==> config.mk <==
export PLATFORM = sky130hd
export DESIGN_NAME = ripple_count_monitor
export DESIGN_NICKNAME = d
export VERILOG_FILES = /design/src/rtl/ripple_mon_pkg.sv /design/src/rtl/ripple_count_monitor_sync.sv /design/src/rtl/ripple_count_monitor.sv
export SDC_FILE = /design/constraint.sdc
export NUM_CORES = 1
export LEC_CHECK = 0
export ABC_AREA = 1
export BUFFER_PORTS_ARGS = -buffer_cell sky130_fd_sc_hd__buf_2
export CAP_MARGIN = 20
export CORE_MARGIN = 2
export CORE_UTILIZATION = 30
export CTS_CLUSTER_DIAMETER = 100
export CTS_CLUSTER_SIZE = 20
export DETAILED_ROUTE_END_ITERATION = 16
export HOLD_SLACK_MARGIN = 0.02
export PLACE_DENSITY = 0.49
export SLEW_MARGIN = 40
export SYNTH_ARGS = -nofsm -noshare
export SYNTH_HDL_FRONTEND = slang
export SYNTH_HIERARCHICAL = 1
export SYNTH_SLANG_ARGS = --single-unit
==> constraint.sdc <==
create_clock -name clock -period 4.03 [get_ports clock]
set_input_delay 0.403 -clock clock [delete_from_list [all_inputs] [get_ports clock]]
set_output_delay 0.403 -clock clock [all_outputs]
set_load 0.01 [all_outputs]
==> src/rtl/ripple_mon_pkg.sv <==
// ripple_mon_pkg: shared state encoding, default sizes and modular delta helper for ripple_count_monitor
package ripple_mon_pkg;
  typedef enum logic {IDLE, COUNT} state_t;
  localparam int CNT_W_DEF = 4;
  localparam int ACC_W_DEF = 16;
  localparam int WINDOW_DEF = 256;
  function automatic logic [31:0] mod_delta(input logic [31:0] nw, input logic [31:0] pv, input int unsigned w);
    return (nw - pv) & ((32'd1 << w) - 32'd1);
  endfunction
endpackage

==> src/rtl/ripple_count_monitor_sync.sv <==
// sync_stabilizer: two-flop synchronizer plus a third stage; a sample is accepted once it has held for two cycles
module sync_stabilizer #(
  parameter int W = 4
) (
  input  logic         clock,
  input  logic         clear,
  input  logic [W-1:0] d_async,
  output logic [W-1:0] q_stable,
  output logic         accept
);
  logic [W-1:0] s1, s2, s3;
  logic [2:0] fill;
  always_ff @(posedge clock or negedge clear) begin
    if (!clear) begin
      s1 <= '0;
      s2 <= '0;
      s3 <= '0;
      fill <= '0;
    end else begin
      s1 <= d_async;
      s2 <= s1;
      s3 <= s2;
      fill <= {fill[1:0], 1'b1};
    end
  end
  // reset zeros in the pipe are not real samples; hold off until s3 carries one
  assign accept = fill[2] && (s2 == s3);
  assign q_stable = s3;
endmodule

==> src/rtl/ripple_count_monitor.sv <==
// ripple_count_monitor: windowed increment counter for an async ripple count, reported over valid/ready
module ripple_count_monitor
  import ripple_mon_pkg::*;
#(
  parameter int CNT_W = CNT_W_DEF,
  parameter int ACC_W = ACC_W_DEF,
  parameter int WINDOW = WINDOW_DEF
) (
  input  logic             clock,
  input  logic             clear,
  input  logic [CNT_W-1:0] q_in,
  input  logic             enable,
  output logic [CNT_W-1:0] cur_count,
  output logic             rpt_valid,
  input  logic             rpt_ready,
  output logic [ACC_W-1:0] rpt_count,
  output logic             rpt_sat,
  output logic             rpt_missed
);
  localparam int WIN_W = $clog2(WINDOW);
  localparam logic [ACC_W-1:0] ACC_MAX = '1;
  state_t state, state_n;
  logic counting, entering, accept, take, expire, restart, free, primed, sat, sat_n, missed;
  logic [CNT_W-1:0] q_stable, cur_reg, prev;
  logic [ACC_W-1:0] acc, acc_n, delta;
  logic [ACC_W:0] sum;
  logic [WIN_W-1:0] wcnt;

  sync_stabilizer #(.W(CNT_W)) u_sync (
    .clock(clock),
    .clear(clear),
    .d_async(q_in),
    .q_stable(q_stable),
    .accept(accept)
  );

  assign cur_count = accept ? q_stable : cur_reg;

  always_ff @(posedge clock or negedge clear) begin
    if (!clear) state <= IDLE;
    else state <= state_n;
  end

  always_comb begin
    state_n = enable ? COUNT : IDLE;
  end

  always_comb begin
    counting = state == COUNT;
    entering = state == IDLE && enable;
  end

  assign take = counting && accept && primed;
  assign delta = take ? ACC_W'(mod_delta(32'(q_stable), 32'(prev), CNT_W)) : '0;
  assign sum = {1'b0, acc} + {1'b0, delta};
  assign acc_n = sum[ACC_W] ? ACC_MAX : sum[ACC_W-1:0];
  assign sat_n = sat | sum[ACC_W];
  assign expire = counting && wcnt == WIN_W'(WINDOW - 1);
  assign restart = expire || !enable;
  // a same-cycle handshake frees the report slot for the expiring window
  assign free = !rpt_valid || rpt_ready;

  always_ff @(posedge clock or negedge clear) begin
    if (!clear) begin
      cur_reg <= '0;
      prev <= '0;
      primed <= 1'b0;
      wcnt <= '0;
      acc <= '0;
      sat <= 1'b0;
      missed <= 1'b0;
      rpt_valid <= 1'b0;
      rpt_count <= '0;
      rpt_sat <= 1'b0;
      rpt_missed <= 1'b0;
    end else begin
      cur_reg <= cur_count;
      if (entering) begin
        wcnt <= '0;
        primed <= 1'b0;
      end else if (counting) begin
        if (accept) begin
          prev <= q_stable;
          primed <= 1'b1;
        end
        wcnt <= restart ? '0 : wcnt + 1'b1;
        acc <= restart ? '0 : acc_n;
        sat <= restart ? 1'b0 : sat_n;
      end
      if (expire && free) begin
        rpt_count <= acc_n;
        rpt_sat <= sat_n;
        rpt_missed <= missed;
        missed <= 1'b0;
        rpt_valid <= 1'b1;
      end else begin
        if (expire) missed <= 1'b1;
        if (rpt_valid && rpt_ready) rpt_valid <= 1'b0;
      end
    end
  end
endmodule

==> run_results.csv, run 1 <==
group,metric,value,unit
sta,timing.final.crit_share,83.2,%
sta,fin_crit,3.35,ns
layout,syn2layout_area_growth,18.1,%
detailed_routing,drc,0,
worst_setup_path,cp-end-kind,"register",
power_and_ir_drop,power,1.74,mW
power_and_ir_drop,static-leakage-power,2.17,nW
detailed_routing,dr_wl_met3,223,µm
detailed_routing,drtPass1Iterations,4,
status,status,"complete, no violations",
detailed_routing,post_drt_wl_per_cell,12.2,µm
power_and_ir_drop,netSwitchingFraction,22.1,%
floorplanning,row_count,38,
worst_setup_path,cp_max_fo,13,
clock_tree,cts_resized,0,
clock_tree,clkLatencyLatePin,0.33,ns
floorplanning,core-area,11000,µm²
placement,dpl_cell_area,3700,µm²
floorplanning,fp.dieH,111,µm
clock_tree,cts_max_level,3,
detailed_routing,antenna_left,0,
logic_synthesis,syn_area_per_cell,8.09,µm²
detailed_routing,wl,7370,µm
worst_setup_path,critPathArrivalTime,3.57,ns
floorplanning,dieArea,12300,µm²
logic_synthesis,synth_cells,423,
worst_hold_path,min_path_type,"input port to async pin",
sta,hold_viol,0,
worst_setup_path,crit_top_cell,"nand2_1",
global_routing,grt_use_total,12.8,%
detailed_routing,wl_met2,3230,µm
worst_setup_path,worst_path_max_delay_cell,"nand4_1",
sta,finalSetupViolCount,0,
worst_setup_path,cp.required,4.25,ns
global_routing,antenna_found_initial,0,
logic_synthesis,syn-num-nets,441,
power_and_ir_drop,vdd_drop_max,0.218,mV
logic_synthesis,synth_seq_cells,70,
layout,fin_util,36.8,%
flow_run,cap_violations,0,
layout,fin_nets,476,
placement,dp_cells,587,
logic_synthesis,synth.distinct_cells,32,
floorplanning,start_util,31.1,%
power_and_ir_drop,power.switching,386,µW
detailed_routing,vias_per_cell,4.46,
clock_tree,clock-sinks,70,
placement,dp_hpwl,5240,µm
worst_setup_path,slowest_delay,0.44,ns
power_and_ir_drop,clockPowerShare,49.7,%
clock_tree,ctsHoldBuffers,0,
layout,final_area,4040,µm²
floorplanning,die_w,111,µm
sta,slew_headroom,55.1,%
floorplanning,num_io_pins,31,
worst_setup_path,cp_cell_sequence,"ha_1 > nand2_1 > nor2_1 > a211oi_1 > nand2_1 > a21oi_1 > ha_1 > or2_2 > nand2_1 > inv_1 > nand4_1 > o21ai_0 > nand2_1 > nand2_1",
clock_tree,cts.path.max_buffers,2,
layout,antenna_cells,0,
clock_tree,cts_tree,"done",
worst_setup_path,crit_type,"register to register",
global_routing,grt_pass1_vias,2619,
global_routing,grt_max_degree,38,
layout,drive_above_1_share,13.2,%
placement,portBuffers,30,
sta,rsz0062_at_grt,"no",
worst_setup_path,cp-start-kind,"register",
sta,slew_viol_final,0,
global_routing,grt_pass1_wl,12800,µm
global_routing,globalRouteOverflowTotal,0,
power_and_ir_drop,power_per_cell_area,432,nW/µm²
sta,clock_skew,0.00588,ns
worst_setup_path,r2r_cells,14,
power_and_ir_drop,intPower,1.36,mW
layout,final_cells,603,
placement,gp_congestion,0.867,
sta,max_freq,298,MHz
power_and_ir_drop,seqPwrFrac,43.2,%
detailed_routing,top_layer,"met4",
logic_synthesis,yosysWarnings,6,
detailed_routing,drt_iter0_drc,156,
layout,reg_top3,"acc x16, rpt_count x16, wcnt x8",
power_and_ir_drop,pwr-share-comb,7.0,%
sta,tightest_slew,0.672,ns
clock_tree,post_cts_buffers,0,
sta,setup_tns,0,ns
logic_synthesis,syn-cell-area,3420,µm²
clock_tree,clock-root-buffer,"clkbuf_16",
detailed_routing,wl_met1,3780,µm
clock_tree,numCtsBuffers,9,
clock_tree,path_clk_slew,0.06,ns
detailed_routing,vias,2689,
logic_synthesis,yosysSeqAreaShare,51.2,%
-- cells by family after synthesis --
group                      synth area share [%]
and+or+nand+nor                            30.0
DFF                                        51.2
buffers and inverters                      7.46
AOI/OAI and AO/OA                          4.61
xor gates and xnor gates                   2.56
adders and majority gates                  4.10
other                                     0.110
-- through the flow --
stage	hold WS (ns)	worst slack, ns
2_1_floorplan	0.107	1.38
3_3_place_gp	0.332	0.784
3_5_place_dp	0.336	0.730
4_1_cts	0.168	0.668
5_1_grt	0.0385	0.365
6_report	0.0174	0.675
-- layer usage --
| metal | up-vias | track usage, % |
|---|---|---|
| met5 | - | 0 |
| met4 | 0 | 6.17 |
| met3 | 10 | 2.73 |
| met2 | 36 | 18.7 |
| met1 | 1262 | 18.1 |
| li1 | 1381 | - |
-- power groups by stage --
| stage | registers [mW] | clock network (mW) | logic (mW) |
|---|---|---|---|
| finish | 0.754 | 0.868 | 0.123 |
| global route | 0.759 | 0.928 | 0.145 |
| CTS | 0.754 | 0.893 | 0.127 |
| global placement | 0.766 | 0 | 0.125 |
| detailed placement | 0.767 | 0 | 0.126 |
| floorplan | 0.761 | 0 | 0.0805 |
-- final timing paths --
kind / end / start / slack (ns)
max: acc[2]$_DFFE_PN0P_ / u_sync/q_stable[2]$_DFF_PN0_ / 0.68
min in group clock: u_sync/s1[0]$_DFF_PN0_ / q_in[0] / 0.18
min: acc[4]$_DFFE_PN0P_ / clear / 0.02
min reg2reg: u_sync/fill[2]$_DFF_PN0_ / u_sync/fill[1]$_DFF_PN0_ / 0.34
max in group asynchronous: acc[10]$_DFFE_PN0P_ / clear / 3.18
max reg2reg: acc[2]$_DFFE_PN0P_ / u_sync/q_stable[2]$_DFF_PN0_ / 0.68
-- cell usage in the layout (no fill, tap or decap), types with 4 or more instances in the layout --
cell / n
nand3_1: 34
dfrtp_1: 70
ha_1: 8
buf_2: 29
o21ai_0: 12
or2_2: 4
nand4_1: 5
clkbuf_16: 9
xor2_1: 7
a21oi_1: 7
o22ai_1: 5
nor2_1: 21
nand2_1: 169
inv_1: 49
-- layout make-up --
class,instances,area (µm²)
fill,1110,6940
tap,140,175
clock buffer,11,253
inverter,52,198
clock inverter,5,81.3
multi-input combinational,293,1410
timing repair buffer,32,168
sequential,70,1750
-- Yosys cell counts (all sizes together) --
cell type	number	share of area (%)
conb	1	0.11
xnor2	3	0.77
dfrtp	70	51
clkbuf	4	0.48
a21oi	8	1.5
xor2	7	1.8
ha	8	2.9
inv	52	5.8
nor2	23	2.8
a211oi	1	0.22
nor3	4	0.73
fa	2	1.2
or2	7	1.3
nand3b	1	0.22
buf	4	1.2
nand2	170	19
o22ai	5	0.91
o21ai	12	1.8
nand3	35	5.3
nand4	5	0.91
o21a	1	0.22
-- critical path: cells and delay by family (launching register included) --
kind | cells | cell delay (ns)
and+or+nand+nor | 8 | 1.27
buffers and inverters | 1 | 0.09
DFF | 1 | 0.41
adders and majority gates | 2 | 0.68
AOI/OAI and AO/OA | 3 | 0.80
(Power assumes the default switching activity.)
==> inputs of run 2 (changes only) <==
Settings changed: ABC_AREA 1 to 0.
Clock period 4.03 ns to 3.35 ns, I/O delays scaled along.
==> run 2 against run 1 <==
Effect of this change: register-to-register slack worse by 0.31 ns; die area is 3.3% lower; hold slack better by 0.066 ns; via count is 11% lower; critical endpoint is now acc[7]$_DFFE_PN0P_; sequential share of layout area is 2.2 points higher; critical path type unchanged; highest routed layer unchanged.
==> run_results.csv, run 2 <==
group,metric,value,unit
status,status,"complete, no violations",
worst_setup_path,worst_path_max_delay_cell,"fa_1",
floorplanning,dieArea,11900,µm²
logic_synthesis,syn_area_per_cell,10.5,µm²
logic_synthesis,synth_most_common_cell,"dfrtp_1",
layout,fillers,1111,
global_routing,antenna_found_initial,0,
logic_synthesis,syn-cell-area,3300,µm²
power_and_ir_drop,static-leakage-power,1.84,nW
clock_tree,cts_resized,0,
sta,fin_crit,2.99,ns
worst_setup_path,cp.required,3.60,ns
layout,antenna_cells,0,
sta,max_freq,335,MHz
worst_hold_path,min_path_type,"input port to register",
sta,clock_skew,0.00545,ns
clock_tree,path_clk_slew,0.08,ns
placement,gp_congestion,0.778,
clock_tree,clock-root-buffer,"clkbuf_8",
logic_synthesis,yosysWarnings,6,
sta,setup_ws,0.363,ns
clock_tree,numCtsBuffers,9,
logic_synthesis,synth_cells,315,
global_routing,grt_use_total,12.4,%
logic_synthesis,yosysSeqAreaShare,53.0,%
logic_synthesis,synth-edff-count,0,
detailed_routing,drt_iter0_drc,110,
layout,fin_nets,369,
worst_setup_path,cp_cell_sequence,"inv_1 > ha_1 > inv_1 > fa_1 > inv_1 > nor2_1 > fa_1 > a211o_1 > o211ai_1 > or3_4 > o21ai_0 > a22o_1",
layout,reg_top3,"acc x16, rpt_count x16, wcnt x8",
detailed_routing,antenna_left,0,
floorplanning,fp.dieH,109,µm
placement,dp_slack,0.391,ns
floorplanning,start_util,30.6,%
sta,hold_viol,0,
power_and_ir_drop,power_per_cell_area,482,nW/µm²
worst_setup_path,crit_top_cell,"inv_1",
global_routing,globalRouteOverflowTotal,0,
layout,layout_common_cells,"dfrtp_1, buf_2, nand2_1",
detailed_routing,post_drt_wl_per_cell,13.3,µm
sta,setup_tns,0,ns
sta,finalSetupViolCount,0,
logic_synthesis,synth_area_leader_cell,"dfrtp_1",
layout,syn2layout_area_growth,16.5,%
logic_synthesis,synth_area_leaders,"dfrtp_1, o21ai_0, nand2_1",
worst_setup_path,cp-start-kind,"register",
detailed_routing,drc,0,
floorplanning,core-area,10800,µm²
placement,portBuffers,30,
placement,dp_hpwl,4600,µm
clock_tree,clock-sinks,70,
worst_setup_path,cp-end-kind,"register",
logic_synthesis,synth_seq_cells,70,
detailed_routing,vias,2389,
detailed_routing,drtPass1Iterations,4,
clock_tree,post_cts_buffers,0,
global_routing,grt_pass1_vias,2416,
detailed_routing,wl,6590,µm
logic_synthesis,synth_commonest_cells,"dfrtp_1, nand2_1, nor2_1, o21ai_0, a21oi_1",
sta,slew_headroom,59.4,%
flow_run,cap_violations,0,
floorplanning,num_io_pins,31,
layout,drive_above_1_share,21.1,%
clock_tree,clkLatencyLatePin,0.36,ns
power_and_ir_drop,vdd_drop_max,0.155,mV
sta,hold_ws,0.0836,ns
clock_tree,cts_max_level,3,
clock_tree,cts_tree,"done",
worst_setup_path,slowest_delay,0.46,ns
floorplanning,row_count,38,
clock_tree,cts.path.max_buffers,2,
floorplanning,die_w,109,µm
worst_setup_path,cp_max_fo,7,
logic_synthesis,syn-num-nets,333,
sta,tightest_slew,0.609,ns
worst_setup_path,crit_type,"register to register",
logic_synthesis,synthArstFlopShare,100,%
sta,timing.final.crit_share,89.2,%
global_routing,grt_pass1_wl,11400,µm
layout,final_common_cell,"dfrtp_1",
detailed_routing,vias_per_cell,4.82,
global_routing,grt_max_degree,37,
logic_synthesis,ys.flop_type,"dfrtp_1",
worst_setup_path,critPathArrivalTime,3.23,ns
logic_synthesis,synth.top_cell.area_share,53.0,%
sta,slew_viol_final,0,
logic_synthesis,synth.distinct_cells,50,
sta,rsz0062_at_grt,"no",
[run 2: cell count changes in the layout (fill, tap and decap cells not counted), moves of 9 or more]
cell,delta
nand2_1,-140
inv_1,-31
nand3_1,-25
a21oi_1,+13
clkbuf_16,-9
o21ai_0,+14
[run 2: worst max-delay path: cells and delay by family (launching register included)]
kind / cells / cell delay [ns]
adders and majority gates: 3 / 1.06
AOI/OAI and AO/OA: 4 / 0.91
DFF: 1 / 0.38
and+or+nand+nor: 2 / 0.32
buffers and inverters: 3 / 0.20
[run 2: cells by family after synthesis]
kind of cell / count (synthesis) / synth area share [%]
AND/OR/NAND/NOR: 92 / 14.6
AO/OA/AOI/OAI: 87 / 17.1
flip-flops: 70 / 53.0
buffers and inverters: 29 / 3.56
XOR/XNOR: 19 / 5.04
adder cells (fa/ha/maj): 10 / 4.24
multiplexers: 7 / 2.39
other: 1 / 0.113
[run 2: metal layers]
metal  wire length [µm]  GRT usage, %  vias up
met5                  0             0        -
met4                115          5.22        0
met3                210          3.23       10
met2               3070          20.0       29
met1               3190          15.9     1176
li1                   -             -     1174
[run 2: layout make-up]
class / count / area, µm² / area share, %
multi-input cells: 216 / 1440 / 37.3
inverters: 18 / 67.6 / 1.76
clock buffers: 9 / 124 / 3.22
well taps: 140 / 175 / 4.55
flip-flops and latches: 70 / 1750 / 45.5
clock inverters: 7 / 97.6 / 2.54
repair buffers: 36 / 198 / 5.14
[run 2: stage by stage]
| step | area [µm²] | std cells | total power, mW | util, % |
|---|---|---|---|---|
| finish | 3850 | 496 | 1.86 | 35.7 |
| global route | 3850 | 496 | 1.96 | 35.7 |
| CTS | 3850 | 496 | 1.89 | 35.7 |
| detailed placement | 3620 | 479 | 1.11 | 33.5 |
| global placement | 3620 | 479 | 1.10 | 33.5 |
| floorplan | 3300 | 315 | 1.04 | - |
[run 2: worst paths after layout]
check                                              from                endpoint  slack [ns]  depth (start not counted)
setup / recovery           u_sync/q_stable[0]$_DFF_PN0_      acc[7]$_DFFE_PN0P_        0.36                         12
hold / removal                                  q_in[1]  u_sync/s1[1]$_DFF_PN0_        0.08                          1
setup reg to reg           u_sync/q_stable[0]$_DFF_PN0_      acc[7]$_DFFE_PN0P_        0.36                         12
hold reg to reg                  u_sync/s1[2]$_DFF_PN0_  u_sync/s2[2]$_DFF_PN0_        0.35                          0
max in group asynchronous                         clear      acc[8]$_DFFE_PN0P_        2.45                          3
min in group asynchronous                         clear  u_sync/s1[0]$_DFF_PN0_        0.55                          3
[run 2: repair_timing]
item	4_1_cts	5_1_grt
hold buffers	1	0
endpoints found under the setup margin	0	0
endpoints found under the hold margin	5	0
[run 2: power by group]
part | internal [mW] | switching [mW] | leakage (nW)
sequential | 0.889 | 0.0221 | 0.920
clock | 0.421 | 0.348 | 0.106
combinational | 0.0815 | 0.0940 | 0.809
==> inputs of run 3 (changes only) <==
Settings changed: CELL_PAD_IN_SITES_DETAIL_PLACEMENT set to 1, CELL_PAD_IN_SITES_GLOBAL_PLACEMENT set to 2, PLACE_DENSITY 0.49 to 0.67.
==> run 3 against run 2 <==
Effect of this change: largest cell class unchanged; total power is 7.0% lower; clock skew is 0.012 ns higher; global-route usage is 1.5 points higher.
==> run_results.csv, run 3 (same netlist as run 2, synthesis figures left out) <==
group,metric,value,unit
status,status,"complete, no violations",
sta,hold_viol,0,
global_routing,grt_pass1_wl,12500,µm
power_and_ir_drop,intPower,1.25,mW
clock_tree,ctsHoldBuffers,1,
worst_setup_path,critPathArrivalTime,3.28,ns
detailed_routing,vias_per_cell,4.91,
clock_tree,cts_tree,"done",
placement,gp_congestion,0.757,
sta,setup_tns,0,ns
power_and_ir_drop,power_per_cell_area,453,nW/µm²
placement,dp_hpwl,4980,µm
worst_hold_path,min_to,"u_sync/s1[2]$_DFF_PN0_",
floorplanning,core-area,10800,µm²
worst_setup_path,cp.required,3.59,ns
worst_setup_path,cp-start-kind,"register",
detailed_routing,drtPass1Iterations,4,
clock_tree,post_cts_buffers,0,
flow_run,cap_violations,0,
global_routing,antenna_found_initial,0,
placement,dpl_cell_area,3620,µm²
clock_tree,clkLatencyLatePin,0.37,ns
floorplanning,die_w,109,µm
sta,rsz0062_at_grt,"no",
detailed_routing,drt_iter0_drc,69,
sta,clock_skew,0.0178,ns
layout,drive_above_1_share,20.8,%
sta,hold_ws,0.0780,ns
clock_tree,cts_resized,0,
layout,reg_top3,"acc x16, rpt_count x16, wcnt x8",
worst_setup_path,reg2reg_from,"u_sync/q_stable[3]$_DFF_PN0_",
floorplanning,row_count,38,
floorplanning,dieArea,11900,µm²
detailed_routing,vias,2432,
clock_tree,cts_max_level,3,
layout,fin_util,35.3,%
floorplanning,fp.dieH,109,µm
power_and_ir_drop,clockPowerShare,36.7,%
layout,layout_common_cells,"dfrtp_1, buf_2, nand2_1",
global_routing,grt_max_degree,71,
global_routing,globalRouteOverflowTotal,0,
worst_setup_path,cp-end-kind,"register",
layout,fin_nets,368,
sta,tightest_slew,0.646,ns
detailed_routing,antenna_left,0,
sta,finalSetupViolCount,0,
worst_setup_path,rrSetupSlack,0.32,ns
placement,dp_slack,0.333,ns
power_and_ir_drop,pwr-share-comb,10.5,%
sta,fin_crit,3.03,ns
power_and_ir_drop,power,1.73,mW
placement,portBuffers,30,
detailed_routing,drc,0,
clock_tree,clock-sinks,70,
sta,setup_ws,0.315,ns
worst_hold_path,min_path_cells,1,
layout,fillers,1223,
clock_tree,cts.path.max_buffers,2,
power_and_ir_drop,seqPwrFrac,52.8,%
layout,final_common_cell,"dfrtp_1",
sta,slew_viol_final,0,
placement,dp_cells,478,
clock_tree,path_clk_slew,0.09,ns
power_and_ir_drop,netSwitchingFraction,27.6,%
clock_tree,clock-root-buffer,"clkbuf_8",
sta,slew_headroom,57.0,%
power_and_ir_drop,vdd_drop_max,0.246,mV
detailed_routing,wl,7270,µm
global_routing,grt_pass1_vias,2482,
layout,syn2layout_area_growth,15.4,%
worst_setup_path,r2r_end,"acc[7]$_DFFE_PN0P_",
worst_hold_path,min_path_type,"input port to register",
global_routing,grt_use_total,13.9,%
power_and_ir_drop,static-leakage-power,1.82,nW
worst_hold_path,hold_path_startpoint,"q_in[2]",
detailed_routing,post_drt_wl_per_cell,14.7,µm
floorplanning,start_util,30.6,%
layout,final_area,3810,µm²
clock_tree,numCtsBuffers,9,
floorplanning,num_io_pins,31,
power_and_ir_drop,power.switching,476,µW
worst_setup_path,cp_max_fo,7,
layout,final_cells,495,
sta,timing.final.crit_share,90.6,%
worst_setup_path,r2r_cells,12,
sta,max_freq,330,MHz
worst_setup_path,crit_type,"register to register",
layout,antenna_cells,0,
run 3: worst max path at each step:
stage	endpoint	slack, ns	from
after floorplan	acc[9]$_DFFE_PN0P_	0.44	u_sync/q_stable[3]$_DFF_PN0_
after global placement	acc[11]$_DFFE_PN0P_	0.40	u_sync/q_stable[1]$_DFF_PN0_
after detailed placement	acc[9]$_DFFE_PN0P_	0.33	u_sync/q_stable[1]$_DFF_PN0_
after CTS	acc[7]$_DFFE_PN0P_	0.31	u_sync/q_stable[1]$_DFF_PN0_
after global routing	acc[9]$_DFFE_PN0P_	0.06	u_sync/q_stable[1]$_DFF_PN0_
final	acc[7]$_DFFE_PN0P_	0.32	u_sync/q_stable[3]$_DFF_PN0_
run 3: power groups by stage:
stage          Combinational (mW)  Sequential, mW  Clock, mW
3_5_place_dp                0.185           0.929          0
4_1_cts                     0.187           0.912      0.672
3_3_place_gp                0.180           0.928          0
6_report                    0.181           0.911      0.634
5_1_grt                     0.207           0.918      0.710
2_1_floorplan               0.118           0.923          0
run 3: critical path, cell delays in order (launching register included):
cell,delay (ns)
dfrtp_1,0.43
or2b_1,0.24
o2111ai_1,0.11
nor3b_2,0.08
nand3_1,0.17
nor2_1,0.07
ha_1,0.21
fa_1,0.43
a211o_1,0.33
o211ai_1,0.24
or3_4,0.27
o21ai_0,0.09
a22o_1,0.23
run 3: metal layers:
layer	share of wire (%)	global-route usage, %	wire (µm)
met1	48	18.1	3520
met2	47	21.8	3390
met3	3.2	3.83	231
met4	1.8	5.77	130
met5	0	0	0
run 3: final cells by class:
| class | instances | area (µm²) | area share [%] |
|---|---|---|---|
| tap | 140 | 175 | 4.59 |
| sequential | 70 | 1750 | 45.9 |
| clock buffer | 9 | 124 | 3.25 |
| multi-input combinational | 216 | 1440 | 37.6 |
| inverter | 18 | 67.6 | 1.77 |
| timing repair buffer | 35 | 203 | 5.31 |
| clock inverter | 7 | 57.6 | 1.51 |
